[src/rtl/mdc_stream_pkg.sv]
`default_nettype none
// ============================================================================
// Module   : mdc_stream_pkg
// Brief    : Shared types and default widths for the MDC output stream drain.
// Revision : 1.0 - initial release
// ============================================================================
package mdc_stream_pkg;

    localparam int DEF_DATA_W = 32;
    localparam int DEF_LEN_W  = 16;

    typedef enum logic [1:0] {
        IDLE = 2'd0,
        RUN  = 2'd1,
        DONE = 2'd2
    } drain_state_t;

endpackage
`default_nettype wire

[src/rtl/mdc_slack_fifo.sv]
`default_nettype none
// ============================================================================
// Module   : mdc_slack_fifo
// Brief    : Registered-storage FIFO with occupancy-based almost-full at
//            free entries <= SLACK.
// Revision : 1.0 - initial release
// ============================================================================
module mdc_slack_fifo #(
    parameter int DATA_W = 32,
    parameter int DEPTH  = 8,
    parameter int SLACK  = 2
) (
    input  logic              clk,
    input  logic              rst_n,
    input  logic              i_push,
    input  logic [DATA_W-1:0] i_wdata,
    input  logic              i_pop,
    output logic [DATA_W-1:0] o_rdata,
    output logic              o_valid,
    output logic              o_full,
    output logic              o_almost_full
);

    localparam int AW = $clog2(DEPTH);
    localparam int CW = AW + 1;

    localparam logic [CW-1:0] c_depth   = CW'(DEPTH);
    localparam logic [CW-1:0] c_af_lvl  = CW'(DEPTH - SLACK);
    localparam logic [CW-1:0] c_cnt_one = CW'(1);
    localparam logic [AW-1:0] c_ptr_one = AW'(1);

    logic [DATA_W-1:0] r_mem [DEPTH];
    logic [AW-1:0]     r_wptr;
    logic [AW-1:0]     r_rptr;
    logic [CW-1:0]     r_count;

    // Storage carries no reset; validity is tracked solely by r_count.
    always_ff @(posedge clk) begin
        if (i_push) begin
            r_mem[r_wptr] <= i_wdata;
        end
    end

    always_ff @(posedge clk or negedge rst_n) begin
        if (!rst_n) begin
            r_wptr  <= '0;
            r_rptr  <= '0;
            r_count <= '0;
        end else begin
            if (i_push) begin
                r_wptr <= r_wptr + c_ptr_one;
            end
            if (i_pop) begin
                r_rptr <= r_rptr + c_ptr_one;
            end
            case ({i_push, i_pop})
                2'b10:   r_count <= r_count + c_cnt_one;
                2'b01:   r_count <= r_count - c_cnt_one;
                default: r_count <= r_count;
            endcase
        end
    end

    assign o_rdata       = r_mem[r_rptr];
    assign o_valid       = (r_count != '0);
    assign o_full        = (r_count == c_depth);
    assign o_almost_full = (r_count >= c_af_lvl);

endmodule
`default_nettype wire

[src/rtl/mdc_stream_drain.sv]
`default_nettype none
// ============================================================================
// Module   : mdc_stream_drain
// Brief    : Drains the MDC output stream (data/wr/full) into a valid/ready
//            sink, counts a job length and pulses done. Optional out_last
//            output enabled by defining MDC_DRAIN_TLAST_EN.
// Revision : 1.0 - initial release
// ============================================================================
module mdc_stream_drain
    import mdc_stream_pkg::*;
#(
    parameter int DATA_W = DEF_DATA_W,
    parameter int DEPTH  = 8,
    parameter int SLACK  = 2,
    parameter int LEN_W  = DEF_LEN_W
) (
    input  logic              clk,
    input  logic              rst_n,
    input  logic [DATA_W-1:0] i_in_data,
    input  logic              i_in_wr,
    output logic              o_in_full,
    output logic [DATA_W-1:0] o_out_data,
    output logic              o_out_valid,
    input  logic              i_out_ready,
    input  logic [LEN_W-1:0]  i_cfg_len,
    input  logic              i_start,
`ifdef MDC_DRAIN_TLAST_EN
    output logic              o_out_last,
`endif
    output logic              o_busy,
    output logic              o_done,
    output logic              o_overflow
);

    localparam logic [LEN_W-1:0] c_len_one = LEN_W'(1);

    drain_state_t     r_state;
    drain_state_t     w_state_nxt;
    logic [LEN_W-1:0] r_len;
    logic [LEN_W-1:0] r_acc_cnt;
    logic [LEN_W-1:0] r_pop_cnt;
    logic             r_overflow;
    logic             r_zero_done;

    logic             w_run;
    logic             w_start_ok;
    logic             w_push;
    logic             w_pop;
    logic             w_drop;
    logic             w_acc_sat;
    logic             w_head_last;
    logic             w_fifo_valid;
    logic             w_fifo_full;
    logic             w_fifo_af;

    assign w_run      = (r_state == RUN);
    assign w_start_ok = i_start && (r_state == IDLE);
    assign w_acc_sat  = (r_acc_cnt == r_len);
    assign w_pop      = w_fifo_valid && i_out_ready;
    // A full buffer still takes a word when the head leaves in the same cycle.
    assign w_push     = i_in_wr && w_run && (!w_fifo_full || w_pop) && !w_acc_sat;
    assign w_drop     = i_in_wr && !w_push;
    // Head-of-buffer word is the final word of the job.
    assign w_head_last = w_run && w_fifo_valid && ((r_pop_cnt + c_len_one) == r_len);

    mdc_slack_fifo #(
        .DATA_W (DATA_W),
        .DEPTH  (DEPTH),
        .SLACK  (SLACK)
    ) u_fifo (
        .clk           (clk),
        .rst_n         (rst_n),
        .i_push        (w_push),
        .i_wdata       (i_in_data),
        .i_pop         (w_pop),
        .o_rdata       (o_out_data),
        .o_valid       (w_fifo_valid),
        .o_full        (w_fifo_full),
        .o_almost_full (w_fifo_af)
    );

    always_ff @(posedge clk or negedge rst_n) begin
        if (!rst_n) begin
            r_state <= IDLE;
        end else begin
            r_state <= w_state_nxt;
        end
    end

    always_comb begin
        w_state_nxt = r_state;
        o_busy      = (r_state != IDLE);
        o_done      = (r_state == DONE) || r_zero_done;
        o_in_full   = !w_run || w_fifo_af || w_acc_sat;
        case (r_state)
            IDLE: begin
                if (w_start_ok && (i_cfg_len != '0)) begin
                    w_state_nxt = RUN;
                end
            end
            RUN: begin
                if (w_pop && w_head_last) begin
                    w_state_nxt = DONE;
                end
            end
            DONE:    w_state_nxt = IDLE;
            default: w_state_nxt = IDLE;
        endcase
    end

    always_ff @(posedge clk or negedge rst_n) begin
        if (!rst_n) begin
            r_len       <= '0;
            r_acc_cnt   <= '0;
            r_pop_cnt   <= '0;
            r_overflow  <= 1'b0;
            r_zero_done <= 1'b0;
        end else begin
            r_zero_done <= w_start_ok && (i_cfg_len == '0);
            if (w_start_ok) begin
                r_len     <= i_cfg_len;
                r_acc_cnt <= '0;
                r_pop_cnt <= '0;
            end else begin
                if (w_push) begin
                    r_acc_cnt <= r_acc_cnt + c_len_one;
                end
                if (w_pop && (r_pop_cnt != r_len)) begin
                    r_pop_cnt <= r_pop_cnt + c_len_one;
                end
            end
            // A dropped word in the start cycle still marks the new job.
            if (w_drop) begin
                r_overflow <= 1'b1;
            end else if (w_start_ok) begin
                r_overflow <= 1'b0;
            end
        end
    end

    assign o_out_valid = w_fifo_valid;
    assign o_overflow  = r_overflow;

`ifdef MDC_DRAIN_TLAST_EN
    assign o_out_last = w_head_last;
`endif

endmodule
`default_nettype wire

[config.mk]
export PLATFORM = sky130hd
export DESIGN_NAME = mdc_stream_drain
export DESIGN_NICKNAME = d
export VERILOG_FILES = /design/src/rtl/mdc_stream_pkg.sv /design/src/rtl/mdc_slack_fifo.sv /design/src/rtl/mdc_stream_drain.sv
export SDC_FILE = /design/constraint.sdc
export NUM_CORES = 1
export LEC_CHECK = 0
export CAP_MARGIN = 30
export CORE_MARGIN = 10
export CORE_UTILIZATION = 63
export DETAILED_ROUTE_END_ITERATION = 10
export GPL_TIMING_DRIVEN = 0
export PLACE_DENSITY = 0.84
export SLEW_MARGIN = 20
export SYNTH_ARGS = -nofsm -noshare
export SYNTH_HDL_FRONTEND = slang
export SYNTH_SLANG_ARGS = --single-unit
[constraint.sdc]
create_clock -name clk -period 10.6 [get_ports clk]
set_input_delay 2.65 -clock clk [delete_from_list [all_inputs] [get_ports clk]]
set_output_delay 2.65 -clock clk [all_outputs]
set_load 0.05 [all_outputs]
==> results.md, run 1 <==
- Crit path DAT: 3620 ps
- Clock Tree Buf Depth: 3
- I/O Buffers: 89
- Crit Path Category: reg -> out
- Top cell type's share of synthesized area: 0.573
- Post-CTS Hold Buffers: 0
- Final hold viol count: 0
- Cells after Synth: 801
- GR Util met2: 0.380
- PwrDens: 302 nW/um2
- Commonest cells post-synth: edfxtp_1, nand2_1, mux4_2
- Mapped Area: 13400 um2
- Worst-Skew Late Latency: 570 ps
- Slew @ Worst Pin: 857 ps
- Die Height: 166 um
- Drt initial violations: 693
- Worst-path clk slew: 70 ps
- CP Cell Sequence: clkbuf_1 -> buf_2 -> mux4_2 -> mux2_2 -> clkdlybuf4s50_1
- Reg2Reg Depth: 11
- Predominant post-synthesis flop cell: edfxtp_1
- R2R Setup Slk: 7220 ps
- Post-route cell area: 16100 um2
- Syn Nets: 862
- First-pass GRT wire length: 48.8 mm
- Setup TNS: 0 ps
- Hold Path Class: reg -> reg
- CP Launch Type: flip-flop
- Leak pwr: 5.64 nW
- CTS tree: yes
- Worst path max stage delay: 720 ps
- Reg-to-reg startpoint: r_acc_cnt[2]
- Final setup violation count: 0
- Number of fill cells in the layout: 1122
- H-tree levels: 1
- CP Capture Type: primary output
- Final nets: 1014
- Dominant cells by area after synthesis: edfxtp_1, dfrtp_1, mux4_2, mux2_2, xnor2_1
- Slowest cell on the critical path: clkdlybuf4s50_1
- Final WL: 31.3 mm
- Pin count of the biggest net entering global routing: 34
- DRC: 0
- Dpl cell area: 15000 um2
- Worst Path Max Fanout: 10
- GRT met1 Usage: 0.285
- Tmin final: 6270 ps
- Initial antenna violation count: 0
- Congestion Overflow GR: 0
- Initial Util: 0.639
- Register bit total from synthesis: 318
- Cts repair resizes: 0
- Yosys cell types: 57
- Async S/R FF share, synth: 0.195
- Global Route met3 Usage: 0.0386
- Worst hold path endpoint: u_fifo.r_wptr[0]
- Drt wl/cell: 25.0 um
- Avg Inst Size Synth: 16.8 um2
- Rows: 53
- Most frequent cell after synthesis: edfxtp_1
- Vias in the first global route: 8362
- F_max: 160 MHz
- Dominant cell type by area after synthesis: edfxtp_1
- Flip-flop and latch area: 9240 um2
- Slew margin rel.: 0.429
- Diodes inserted: 0
- Area delta synth->final: 20.2%
- DRT antenna net count: 0
- Setup Slack @ Placement: 4780 ps
- Final period utilization: 0.591
- Post-synth EDFFs: 256
- Die width: 166 um
- Gpl congestion: 0.890
- Tot Pwr: 4.87 mW
- GRT Max-Usage Layer: met2
- Max-cap violations: 0
- Via count: 7960
- Slew Viols, Final: 0
- Layout cells sized above 1: 0.227
- Req. time, crit path: 7950 ps
- Setup Buffers After CTS: 0
- DIE AREA: 27600 um2
- Hold depth: 1
- Sequential area share after synthesis: 0.688
- CTS sink cnt: 318
- Outcome: completed
- Ys Warns: 0
- Top Ports: 90
- CORE AREA: 21000 um2
- Vias/cell: 6.35
- RSZ-0062 raised after global routing: false
- Footprint of the multi-input gates: 3970 um2
- DP Wirelength: 20.0 mm
- Final Skew: 18.3 ps
- DRT Pass-1 Iters: 5
- Min-delay src: u_fifo.r_wptr[0]
- Root Driver: clkbuf_16
- RR Endpoint: u_fifo.r_mem[3][9]
- GRT Overall Usage: 0.223
- Peak supply drop: 0.157 mV
- Total CTS buffers: 31
- Setup slack after layout: 4330 ps
## metal layers
| layer | wire (um) | up-vias |
|---|---|---|
| met5 | 0 | - |
| li1 | - | 3432 |
| met4 | 861 | 0 |
| met2 | 16200 | 417 |
| met1 | 11900 | 4041 |
| met3 | 2440 | 70 |
## area by class of cell
| class | instances | share of cell area |
|---|---|---|
| sequential | 318 | 0.572 |
| multi-input combinational | 424 | 0.246 |
| timing repair buffer | 119 | 0.0732 |
| clock buffer | 33 | 0.0491 |
| clock inverter | 25 | 0.0217 |
| tap | 275 | 0.0213 |
| buffer | 39 | 0.0115 |
| inverter | 20 | 0.00465 |
## state kept, by name (all words and copies together) (netlist names)
register	count
o_overflow	1
r_acc_cnt	16
r_len	16
r_pop_cnt	16
r_state	2
r_zero_done	1
u_fifo.r_count	4
u_fifo.r_mem	256
u_fifo.r_rptr	3
u_fifo.r_wptr	3
## critical path: cells and delay by family (launching register included)
family,cells,cell delay (ps)
buffers and inverters,3,1760
flip-flops,1,380
multiplexers,2,920
## power breakdown
part / internal (mW) / total (mW) / switching [mW]
Clock: 0.740 / 1.22 / 0.481
Combinational: 0.795 / 1.92 / 1.12
Sequential: 1.59 / 1.73 / 0.143
Total: 3.12 / 4.87 / 1.74
## cell families after synthesis
kind of cell	Yosys count	share of synthesized area
AND/OR/NAND/NOR	188	0.0747
adder cells (fa/ha/maj)	8	0.00801
flip-flops	318	0.688
buffers and inverters	59	0.0194
XOR/XNOR	54	0.0352
multiplexers	105	0.141
AO/OA/AOI/OAI	69	0.0335
## cell usage in the layout, fill, tap and decap left out, types with 5 or more instances in the layout
cell and count:
dfrtp_1 62, bufinv_16 8, clkbuf_16 31, buf_2 13
nand4_1 14, clkdlybuf4s50_1 88, a21o_1 7, nand3_1 16
clkinvlp_4 6, xor2_1 11, xnor2_1 43, edfxtp_1 256
buf_4 20, inv_1 20, or4_1 8, buf_1 6
o21ai_0 7, nand2_1 76, a21oi_1 25, buf_6 11
nor2_1 19, nor4_1 8, or3_1 9, ha_1 7
mux2i_1 7, mux4_2 64, nor3_1 5, mux2_2 34
o31ai_1 6, clkbuf_1 17
## stage by stage
| stage | hold slack, ps | std cells | util |
|---|---|---|---|
| 4_1_cts | 515 | 1253 | 0.768 |
| 6_report | 517 | 1253 | 0.768 |
| 3_3_place_gp | 495 | 1165 | 0.697 |
| 3_5_place_dp | 503 | 1195 | 0.713 |
| 5_1_grt | 549 | 1253 | 0.768 |
| 2_1_floorplan | 479 | 801 | - |
## how the worst max path moves through the flow
stage                           startpoint                   to  slack (ps)  cells past startpoint
after floorplan                i_out_ready   u_fifo.r_mem[3][0]        4280                      7
after global placement         i_out_ready  u_fifo.r_mem[3][16]        1170                      8
after detailed placement       i_out_ready  u_fifo.r_mem[3][14]        4780                     11
after CTS                 u_fifo.r_rptr[0]        o_out_data[0]        4260                      5
after global routing      u_fifo.r_rptr[0]        o_out_data[0]        4190                      5
final                     u_fifo.r_rptr[0]        o_out_data[0]        4330                      5
No activity file was read; power rests on OpenSTA's default activity.
==> run 2, diff against run 1 <==
- CORE_UTILIZATION: 63 -> 59
- PLACE_DENSITY: 0.84 -> 0.8
- clock period: 10.6 -> 6.4 ns (I/O delays scaled with it)
==> run 2 against run 1 <==
Compared with the run above: utilization is 4.7 points lower; final cell count increased by 1.0%; first-iteration DRC count grew 7.1%; setup slack lost 3100 ps; clock power rose by 67%; largest cell class unchanged; largest power group unchanged.
==> results.md, run 2 (synthesis results as in run 1) <==
- Die Height: 171 um (+2.9%)
- Tot Pwr: 8.06 mW (+66%)
- Tmin final: 5180 ps
- PwrDens: 497 nW/um2 (+65%)
- RSZ-0062 raised after global routing: false
- DRT Pass-1 Iters: 5 (unchanged)
- Commonest non-fill, non-tap cell in the layout: edfxtp_1
- Reg with most FFs: u_fifo.r_mem
- Worst Path Max Fanout: 10 (unchanged)
- Sequential power share: 0.357 (about the same)
- Final Skew: 12.6 ps (-5.69 ps)
- Root Driver: clkbuf_16
- Reg2Reg Depth: 14 (+3)
- DRC: 0 (unchanged)
- Total CTS buffers: 31 (unchanged)
- F_max: 193 MHz
- Final nets: 1016 (+0.20%)
- Final hold viol count: 0 (unchanged)
- Clock power frac: 0.253 (+0.002)
- Slew @ Worst Pin: 914 ps (+56.9 ps)
- DP Wirelength: 19.5 mm (-2.8%)
- CP Cell Sequence: clkbuf_1 -> buf_2 -> mux4_2 -> mux2_2 -> clkdlybuf4s50_1
- Internal Power: 5.22 mW (+67%)
- Req. time, crit path: 4800 ps (-3150 ps)
- Final WL: 30.1 mm (-3.7%)
- First-pass GRT wire length: 46.9 mm (-3.8%)
- Final setup violation count: 0 (unchanged)
- Initial Util: 0.597 (-0.0420)
- Post-CTS Hold Buffers: 0 (unchanged)
- RR Endpoint: u_fifo.r_count[3]
- Slowest cell on the critical path: clkdlybuf4s50_1
- Crit Path Category: reg -> out
- Vias in the first global route: 8175 (-2.2%)
- Pin count of the biggest net entering global routing: 46 (+35%)
- Via count: 7767 (-2.4%)
- Cts repair resizes: 0 (unchanged)
- DRT antenna net count: 0 (unchanged)
- Drt initial violations: 742 (+7.1%)
- Rows: 55 (+3.8%)
- Hold depth: 1 (unchanged)
- CTS sink cnt: 318 (unchanged)
- Final period utilization: 0.810
- Clock Tree Buf Depth: 3 (unchanged)
- Sw Ratio: 0.353 (-0.00534)
- Leak pwr: 5.66 nW (+0.46%)
- Comb power frac: 0.391 (-0.003)
- Vias/cell: 6.14 (-3.4%)
- Worst path max stage delay: 720 ps (about the same)
- Drt wl/cell: 23.8 um (-4.7%)
- DIE AREA: 29200 um2 (+6.0%)
- Slew Viols, Final: 0 (unchanged)
- Crit path DAT: 3580 ps (-40 ps)
- Layout cells sized above 1: 0.224 (-0.00250)
- Post-route cell area: 16200 um2 (+0.43%)
- Slew margin rel.: 0.388 (-0.0413)
- Reg-to-reg startpoint: r_len[6]
- Top Ports: 90 (unchanged)
- Outcome: completed
- CP Launch Type: flip-flop
- Die width: 171 um (+2.9%)
- Setup Buffers After CTS: 0 (unchanged)
- Net Sw Power: 2.85 mW (+63%)
- CP Capture Type: primary output
- Min-delay src: o_overflow
- Area delta synth->final: 20.7%
- Worst hold path endpoint: o_overflow
- Gpl congestion: 0.885 (-0.65%)
- Worst-Skew Late Latency: 570 ps (about the same)
- H-tree levels: 1 (unchanged)
- Worst-path clk slew: 70 ps (about the same)
- CTS tree: yes
- Initial antenna violation count: 1 (+1)
- Congestion Overflow GR: 0 (unchanged)
- Most frequent cells in the layout: edfxtp_1, clkdlybuf4s50_1, nand2_1
- R2R Setup Slk: 2990 ps (-4230 ps)
- GRT Overall Usage: 0.209 (-0.0140)
- Max reg flops: 256 (unchanged)
- CORE AREA: 22500 um2 (+7.0%)
- I/O Buffers: 89 (unchanged)
- Max-cap violations: 0 (unchanged)
- Hold Path Class: reg -> reg
- Peak supply drop: 0.285 mV (+81%)
- Dpl cell area: 15000 um2 (+0.21%)
[run 2: cell types whose count changed in the layout (fill, tap and decap cells not counted), moves of 2 or more]
cell,previous run,this run
buf_4,20,17
buf_6,11,15
clkbuf_1,17,19
clkinv_1,4,6
clkinvlp_4,6,4
[run 2: layer usage]
metal	global-route usage	wire, um
met1	0.261	12000
met2	0.371	15900
met3	0.0399	1900
met4	0.0461	425
met5	0	0
[run 2: layout make-up]
cell class	instances	area, um2
Antenna cell	1	2.50
Buffer	39	185
Clock buffer	33	783
Clock inverter	25	379
Fill cell	1321	6290
Inverter	20	75.1
Multi-Input combinational cell	424	3970
Sequential cell	318	9240
Tap cell	285	357
Timing Repair Buffer	121	1220
[run 2: stage by stage]
stage / util / std cells / TNS [ps] / setup WS [ps] / hold WS, ps
final: 0.720 / 1266 / 0 / 1220 / 519
after CTS: 0.719 / 1263 / 0 / 1140 / 519
after floorplan: - / 801 / 0 / 1130 / 479
after global placement: 0.652 / 1175 / -302920 / -1840 / 496
after global routing: 0.720 / 1265 / 0 / 1040 / 545
after detailed placement: 0.668 / 1205 / 0 / 1600 / 497
[run 2: worst max-delay path by stage]
stage / from / end / slack, ps / cells past startpoint
5_1_grt: u_fifo.r_rptr[0] / o_out_data[0] / 1040 / 5
3_3_place_gp: i_out_ready / u_fifo.r_mem[5][8] / -1840 / 8
2_1_floorplan: i_out_ready / u_fifo.r_mem[3][0] / 1130 / 7
6_report: u_fifo.r_rptr[0] / o_out_data[23] / 1220 / 5
3_5_place_dp: i_out_ready / u_fifo.r_mem[3][18] / 1600 / 11
4_1_cts: u_fifo.r_rptr[0] / o_out_data[22] / 1140 / 5
[run 2: power by group through the flow]
stage / clock (mW) / sequential (mW) / combinational, mW
finish: 2.04 / 2.88 / 3.15
CTS: 2.07 / 2.87 / 3.17
detailed placement: 0 / 2.90 / 3.12
global route: 2.15 / 2.91 / 3.34
floorplan: 0 / 2.84 / 2.20
global placement: 0 / 2.91 / 2.97
[run 2: worst max-delay path, delay by kind of cell, from the launching register on]
kind	cells	cell delay, ps
buffers and inverters	3	1760
multiplexers	2	880
flip-flops	1	370
==> run 3, diff against run 2 <==
- clock period: 6.4 -> 5.1 ns (I/O delays scaled with it)
==> results of run 3 <==
The final DEF is identical to that of run 2. Status: completed.
Main changes from that run: setup slack after placement 1600 ps -> 629 ps; setup slack after layout 1220 ps -> 241 ps; register-to-register setup slack 2990 ps -> 1690 ps; total power 8.06 mW -> 10.1 mW; worst IR drop on VDD 0.285 mV -> 0.357 mV
==> RTL change (config.mk and constraints of run 3) <==
Add an input register stage for `i_cfg_len`, cleared by the reset; this delays it by one clock. The other inputs are not delayed to match.
--- a/src/rtl/mdc_stream_drain.sv
+++ b/src/rtl/mdc_stream_drain.sv
@@ -33,6 +33,16 @@
 );
 
     localparam logic [LEN_W-1:0] c_len_one = LEN_W'(1);
+
+    logic [LEN_W-1:0] i_cfg_len_q;
+
+    always_ff @(posedge clk or negedge rst_n) begin
+        if (!rst_n) begin
+            i_cfg_len_q <= '0;
+        end else begin
+            i_cfg_len_q <= i_cfg_len;
+        end
+    end
 
     drain_state_t     r_state;
     drain_state_t     w_state_nxt;
@@ -94,7 +104,7 @@
         o_in_full   = !w_run || w_fifo_af || w_acc_sat;
         case (r_state)
             IDLE: begin
-                if (w_start_ok && (i_cfg_len != '0)) begin
+                if (w_start_ok && (i_cfg_len_q != '0)) begin
                     w_state_nxt = RUN;
                 end
             end
@@ -116,9 +126,9 @@
             r_overflow  <= 1'b0;
             r_zero_done <= 1'b0;
         end else begin
-            r_zero_done <= w_start_ok && (i_cfg_len == '0);
+            r_zero_done <= w_start_ok && (i_cfg_len_q == '0);
             if (w_start_ok) begin
-                r_len     <= i_cfg_len;
+                r_len     <= i_cfg_len_q;
                 r_acc_cnt <= '0;
                 r_pop_cnt <= '0;
             end else begin
Formal check against the unedited RTL: not equivalent (Yosys sat finds a counterexample within 4 cycles, from zero or initial values and one cycle with rst_n low).
==> RTL change against run 3 <==
- sequential cell count grew 16
- cell count grew 0.24%
- wire length shrank 2.7%
- die area grew 1.6%
- clock power shrank 8.6%
- synthesized area grew 1.8%
- worst setup slack gained 0.050 ns
- power shrank 9.0%
- design area grew 0.66%
==> RTL change: results <==
[status]
status = completed

[route]
drtIter0Drc = 616
drt_first_pass_iters = 5
vias_per_cell = 6.05
wl_per_cell_um = 23.1
routed_wirelength_mm = 29.3

[layout]
drive_gt1_share_pct = 19.7
nets = 1021
regMostFlops = u_fifo.r_mem
num_antenna_cells = 0
largest_reg_flops = 256

[grt]
grt_max_degree = 49
grt_use_total_pct = 20.4
antenna_found_initial = 0
grt_pass1_wl_mm = 46.3
grt_pass1_vias = 8116

[sta]
finClkSkew_ns = 0.0202
hold_slack_ns = 0.461
setup_slack_ns = 0.291
relSlewSlack_pct = 45.1

[synthesis]
synth_edf_count = 256
synth_seq_area_share_pct = 70.5
synthAdderAreaFrac_pct = 0.787
synth_nets = 869
synth_mux_area_share_pct = 13.6
avgSynthCellArea_um2 = 16.9
synth_commonest_cells = 256 x edfxtp_1, 79 x nand2_1, 78 x dfrtp_1
yosys_warnings = 0
synthArstFlopShare_pct = 23.4
synth_compound_area_share_pct = 3.11
synthFlopType = edfxtp_1
ys_types = 45
synth_xor_area_share_pct = 3.52
netlist_top_cells_area = edfxtp_1 56%, dfrtp_1 14%, mux4_2 11%

[placement]
post-place-ws_ns = 0.659
hpwl_mm = 19.9
dp.cells = 1209
place_congestion = 0.912

[cts]
h-tree-depth = 2
clockBufferDepth = 3
cts_made_buffers = 34
root_buffer = clkbuf_16
clk_latency_ns = 0.51

[pwr]
p_leak_nw = 5.71
vdd_drop_max_uv = 306

[worst_hold_path]
hp-class = register to register

[critical_path]
r2r_slack_ns = 1.29
arrival_ns = 3.53
-- RTL change: cell types whose count changed after synthesis, sizes merged, moves of 4 or more --
cell	run 3	this run
clkbuf	17	28
dfrtp	62	78
o21ai	11	17
or3	11	15
nor2	21	14
inv	20	12
o21a	4	0
a21o	8	3
buf	22	14
-- RTL change: cell type report --
| class | instances | area (µm²) |
|---|---|---|
| sequential | 334 | 9640 |
| fill | 1383 | 6390 |
| multi-input combinational | 420 | 3850 |
| timing repair buffer | 116 | 1180 |
| clock buffer | 44 | 920 |
| tap | 285 | 357 |
| buffer | 42 | 186 |
| clock inverter | 16 | 139 |
| inverter | 12 | 45.0 |
-- RTL change: final timing paths --
kind	end	cells after the start	start
worst min-delay path	r_len[13]	2	i_cfg_len_q[13]
max in group asynchronous	r_len[11]	2	rst_n
worst max-delay path	o_out_data[22]	5	u_fifo.r_rptr[0]
min in group asynchronous	r_acc_cnt[7]	1	rst_n
worst min register to register	r_len[13]	2	i_cfg_len_q[13]
worst max register to register	u_fifo.r_count[3]	14	r_len[6]
-- RTL change: stage by stage --
step	TNS, ns	utilization (%)	cell area (µm²)
after CTS	0	71.9	16300
after global placement	-566.57	65.7	14900
after global routing	0	71.9	16300
final	0	71.9	16300
after floorplan	0	-	13700
after detailed placement	0	67.2	15300
-- RTL change: logic make-up after synthesis --
| family | count (synthesis) |
|---|---|
| multiplexers | 101 |
| XOR/XNOR | 55 |
| buffers and inverters | 54 |
| AND/OR/NAND/NOR | 187 |
| AO/OA/AOI/OAI | 69 |
| adder cells (fa/ha/maj) | 8 |
| flip-flops | 334 |
-- RTL change: worst max-delay path, cell delays in order (launching register included) --
cell and delay [ns]:
dfrtp_1 0.39, clkbuf_1 0.56, buf_2 0.50, mux4_2 0.56, mux2_2 0.31, clkdlybuf4s50_1 0.71
-- RTL change: per-layer routing --
metal / global-route usage, % / routed length, µm / part of all wire, % / vias up
met4: 4.87 / 449 / 1.5 / 0
met5: 0 / 0 / 0 / -
met3: 3.85 / 1880 / 6.4 / 42
met1: 26.3 / 11800 / 40 / 3903
li1: - / - / - / 3453
met2: 35.3 / 15200 / 52 / 281
-- RTL change: power breakdown --
group	internal, mW	leakage, nW	switching (mW)	total [mW]
logic	1.39	1.89	1.97	3.36
registers	3.32	3.31	0.183	3.50
clock network	1.38	0.507	0.966	2.34
